File: src/rtl/ins_dec.sv
// Instruction decoder: latches the instruction during decode and emits one
// registered one-hot control strobe during execute.
module ins_dec (
  input  logic       clk,
  input  logic       rst,
  input  logic [7:0] ir,
  input  logic       decode,
  input  logic       execute,
  output logic       load,
  output logic       add,
  output logic       sub,
  output logic       bitand,
  output logic       inp,
  output logic       outp,
  output logic       jump,
  output logic       jumpz,
  output logic       jumpnz,
  output logic       jumpc,
  output logic       jumpnc
);

  localparam logic [7:0] OP_NOP = 8'hF0;

  logic [7:0]  op_q;
  logic [10:0] strobe_r;
  logic [7:0]  dec_src_s;
  logic [10:0] strobe_nxt_s;

  // Strobe bit order: load, add, sub, bitand, inp, outp, jump, jumpz, jumpnz, jumpc, jumpnc
  function automatic logic [10:0] decode_op(input logic [7:0] op);
    logic [10:0] s;
    s = 11'd0;
    casez (op)
      8'b0000_????: s = 11'b000_0000_0001;
      8'b0001_????: s = 11'b000_0000_0010;
      8'b0010_????: s = 11'b000_0000_0100;
      8'b0011_????: s = 11'b000_0000_1000;
      8'b0100_????: s = 11'b000_0001_0000;
      8'b0101_????: s = 11'b000_0010_0000;
      8'b1000_????: s = 11'b000_0100_0000;
      8'b1001_00??: s = 11'b000_1000_0000;
      8'b1001_01??: s = 11'b001_0000_0000;
      8'b1001_10??: s = 11'b010_0000_0000;
      8'b1001_11??: s = 11'b100_0000_0000;
      default:      s = 11'd0;
    endcase
    return s;
  endfunction

  // Select decode source: bypass the incoming instruction when decode and execute coincide
  always_comb begin
    dec_src_s    = op_q;
    strobe_nxt_s = 11'd0;
    if (decode) begin
      dec_src_s = ir;
    end else begin
      dec_src_s = op_q;
    end
    if (execute) begin
      strobe_nxt_s = decode_op(dec_src_s);
    end else begin
      strobe_nxt_s = 11'd0;
    end
  end

  // Instruction capture and registered strobe update
  always_ff @(posedge clk) begin
    if (rst) begin
      op_q     <= OP_NOP;
      strobe_r <= 11'd0;
    end else begin
      if (decode) begin
        op_q <= ir;
      end else begin
        op_q <= op_q;
      end
      strobe_r <= strobe_nxt_s;
    end
  end

  assign load   = strobe_r[0];
  assign add    = strobe_r[1];
  assign sub    = strobe_r[2];
  assign bitand = strobe_r[3];
  assign inp    = strobe_r[4];
  assign outp   = strobe_r[5];
  assign jump   = strobe_r[6];
  assign jumpz  = strobe_r[7];
  assign jumpnz = strobe_r[8];
  assign jumpc  = strobe_r[9];
  assign jumpnc = strobe_r[10];

endmodule

File: config.mk
export PLATFORM = sky130hd
export DESIGN_NAME = ins_dec
export DESIGN_NICKNAME = d
export VERILOG_FILES = /design/src/rtl/ins_dec.sv
export SDC_FILE = /design/constraint.sdc
export NUM_CORES = 1
export LEC_CHECK = 0
export BUFFER_PORTS_ARGS = -buffer_cell sky130_fd_sc_hd__buf_2
export CORE_MARGIN = 4
export CORE_UTILIZATION = 47
export DETAILED_ROUTE_END_ITERATION = 8
export PLACE_DENSITY = 0.76
export SLEW_MARGIN = 5
export SYNTH_ARGS = -nofsm -noshare
export SYNTH_HDL_FRONTEND = slang
export SYNTH_SLANG_ARGS = --single-unit
File: constraint.sdc
create_clock -name clk -period 1.2 [get_ports clk]
set_input_delay 0.24 -clock clk [delete_from_list [all_inputs] [get_ports clk]]
set_output_delay 0.24 -clock clk [all_outputs]
set_load 0.05 [all_outputs]
==> results.json <==
{
  "outcome": "finished clean",
  "clkTransAtPathRegs_ns": 0.10,
  "cts.htree.levels": 1,
  "synth_warnings": 0,
  "dr.first_iter.drc_count": 7,
  "clockRootBuffer": "clkbuf_4",
  "viasPerCell": 4.92,
  "start_util_pct": 52.5,
  "cts_tree": "yes",
  "routed-via-count": 502,
  "worstSetupEndpointType": "output port",
  "dieArea_um2": 2210,
  "clk_latency_ns": 0.29,
  "min_period_ns": 1.10,
  "gp_congestion": 0.696,
  "synth-edff-count": 0,
  "synth_largest_area_cell": "dfxtp_1",
  "rsz0062_at_grt": "false",
  "hold_path.class": "primary input to flop",
  "synth-seq-cells": 17,
  "yosysUniqueCellTypes": 27,
  "hpwl_um": 925,
  "ys_seq_area_share_pct": 47.5,
  "fillers": 124,
  "antenna_found_initial": 0,
  "tightest_slew_ns": 0.342,
  "fin_skew_ns": 0.00906,
  "synth_top_flop_cell": "dfxtp_1",
  "arrival_ns": 0.86,
  "cts_max_path_buffers": 2,
  "startpoint_type": "flop",
  "fp.coreArea_um2": 1370,
  "drt-wirelength-per-cell_um": 11.4,
  "die_w_um": 47.1,
  "synth_most_common_cell": "dfxtp_1",
  "io_pins": 23,
  "grt_overflow": 0,
  "cts_buffers": 3,
  "tns_ns": 0,
  "grt_pass1_vias": 476,
  "setup_violations": 0,
  "netlist_area_um2": 717,
  "routed_wirelength_um": 1160,
  "cts_setup_buffers": 0,
  "grt_max_degree": 11,
  "cp_slowest_cell": "dfxtp_1",
  "async_reset_ff_share_pct": 0,
  "drv_cap": 0,
  "crit_chain": "buf_2",
  "crit_buf_inv": 1,
  "setup_ws_ns": 0.101,
  "pre_cts_ws_ns": 0.00463,
  "synth_top_cells_by_count": "dfxtp_1, nand2_1, nor2_1",
  "hold_violations": 0,
  "syn_to_final_growth_pct": 20.9,
  "synthTopCellsByArea": "dfxtp_1, mux2i_2, nand2_1",
  "grt_first_pass_wirelength_um": 1950,
  "grt_use_total_pct": 12.9,
  "synthCells": 62,
  "vdd_drop_max_mv": 0.725,
  "syn_nets": 74,
  "drive_above_1_share_pct": 46.0,
  "core.rowCount": 13,
  "synth_top_area_share_pct": 47.5,
  "cts_resized": 0,
  "slew_headroom_pct": 76.8,
  "critPathTopFamily": "flip-flops",
  "die-height_um": 47.1,
  "cts.sinks": 17,
  "path_class": "flop to output port",
  "fmax_mhz": 910,
  "ant_nets": 0,
  "powerDensity_nw_per_um2": 1190,
  "crit_required_ns": 0.96,
  "slew_viol_final": 0,
  "crit_fanout": 1,
  "period_share_pct": 91.6,
  "drt_pass1_iterations": 4,
  "holdBufCountCts": 0,
  "syn_area_per_cell_um2": 11.6,
  "slowest_delay_ns": 0.32,
  "r2r_slack_ns": 0.11,
  "io_buffers": 20,
  "power_leakage_nw": 0.393,
  "remaining_drc_errors": 0,
  "diodes": 0,
  "fin_nets": 100
}
cells in the final DEF (no fill, tap or decap):
master	count
buf_4	2
nor3_1	1
nand4_4	1
nand4_2	1
nor2_1	7
and2b_1	2
a21oi_1	2
mux2i_2	2
a21oi_2	1
mux2_2	1
mux2i_1	2
nor4b_2	1
inv_1	2
nand3_1	1
and2_1	1
buf_2	20
nor3_4	1
o211ai_1	1
nor2_4	1
a211oi_2	2
nor2b_1	2
o32a_1	1
clkinv_2	1
clkbuf_4	3
dfxtp_1	17
nand3b_1	1
nand2_1	7
buf_12	1
mux2i_4	1
mux2_4	1
cells by family after synthesis:
group           count (synthesis)  share of synthesized area [%]
compound gates                  7                           8.55
buf+inv                         4                           5.41
flops                          17                           47.5
mux                             7                           13.4
simple gates                   27                           25.1
registers in the layout (all words and copies together) (netlist names):
register and count:
strobe_r 11, op_q 6
per-layer routing:
| metal | up-vias | part of all wire [%] | GRT usage, % |
|---|---|---|---|
| met2 | 12 | 46 | 20.1 |
| met4 | 0 | 1.0 | 8.29 |
| met1 | 226 | 46 | 15.7 |
| met5 | - | 0 | 0 |
| li1 | 262 | - | - |
| met3 | 2 | 6.6 | 3.45 |
final timing paths:
| path | startpoint | endpoint | cells after the start |
|---|---|---|---|
| worst max-delay path | strobe_r[4] | inp | 1 |
| worst min-delay path | rst | op_q[3] | 2 |
| worst min register to register | op_q[4] | strobe_r[7] | 2 |
| worst max register to register | op_q[7] | strobe_r[7] | 3 |
final cells by class:
class | instances | area, µm² | share of cell area, %
Timing Repair Buffer | 23 | 135 | 15.6
Tap cell | 15 | 18.8 | 2.16
Multi-Input combinational cell | 41 | 338 | 39.0
Inverter | 2 | 7.51 | 0.866
Clock buffer | 3 | 22.5 | 2.60
Clock inverter | 1 | 5.00 | 0.577
Sequential cell | 17 | 340 | 39.2
stage by stage:
| stage | cells | power [mW] | util, % | hold WS [ns] | cell area, µm² |
|---|---|---|---|---|---|
| 2_1_floorplan | 62 | 0.704 | - | 0.312 | 717 |
| 3_5_place_dp | 98 | 0.741 | 61.4 | 0.431 | 840 |
| 5_1_grt | 102 | 1.07 | 63.5 | 0.132 | 867 |
| 3_3_place_gp | 98 | 0.738 | 61.4 | 0.430 | 840 |
| 6_report | 102 | 1.03 | 63.5 | 0.128 | 867 |
| 4_1_cts | 102 | 1.04 | 63.5 | 0.121 | 867 |
report_power, final:
part / switching, mW / internal [mW] / total, mW
combinational: 0.0739 / 0.0626 / 0.137
sequential: 0.0128 / 0.578 / 0.591
clock: 0.177 / 0.124 / 0.301
(Power assumes the default switching activity.)
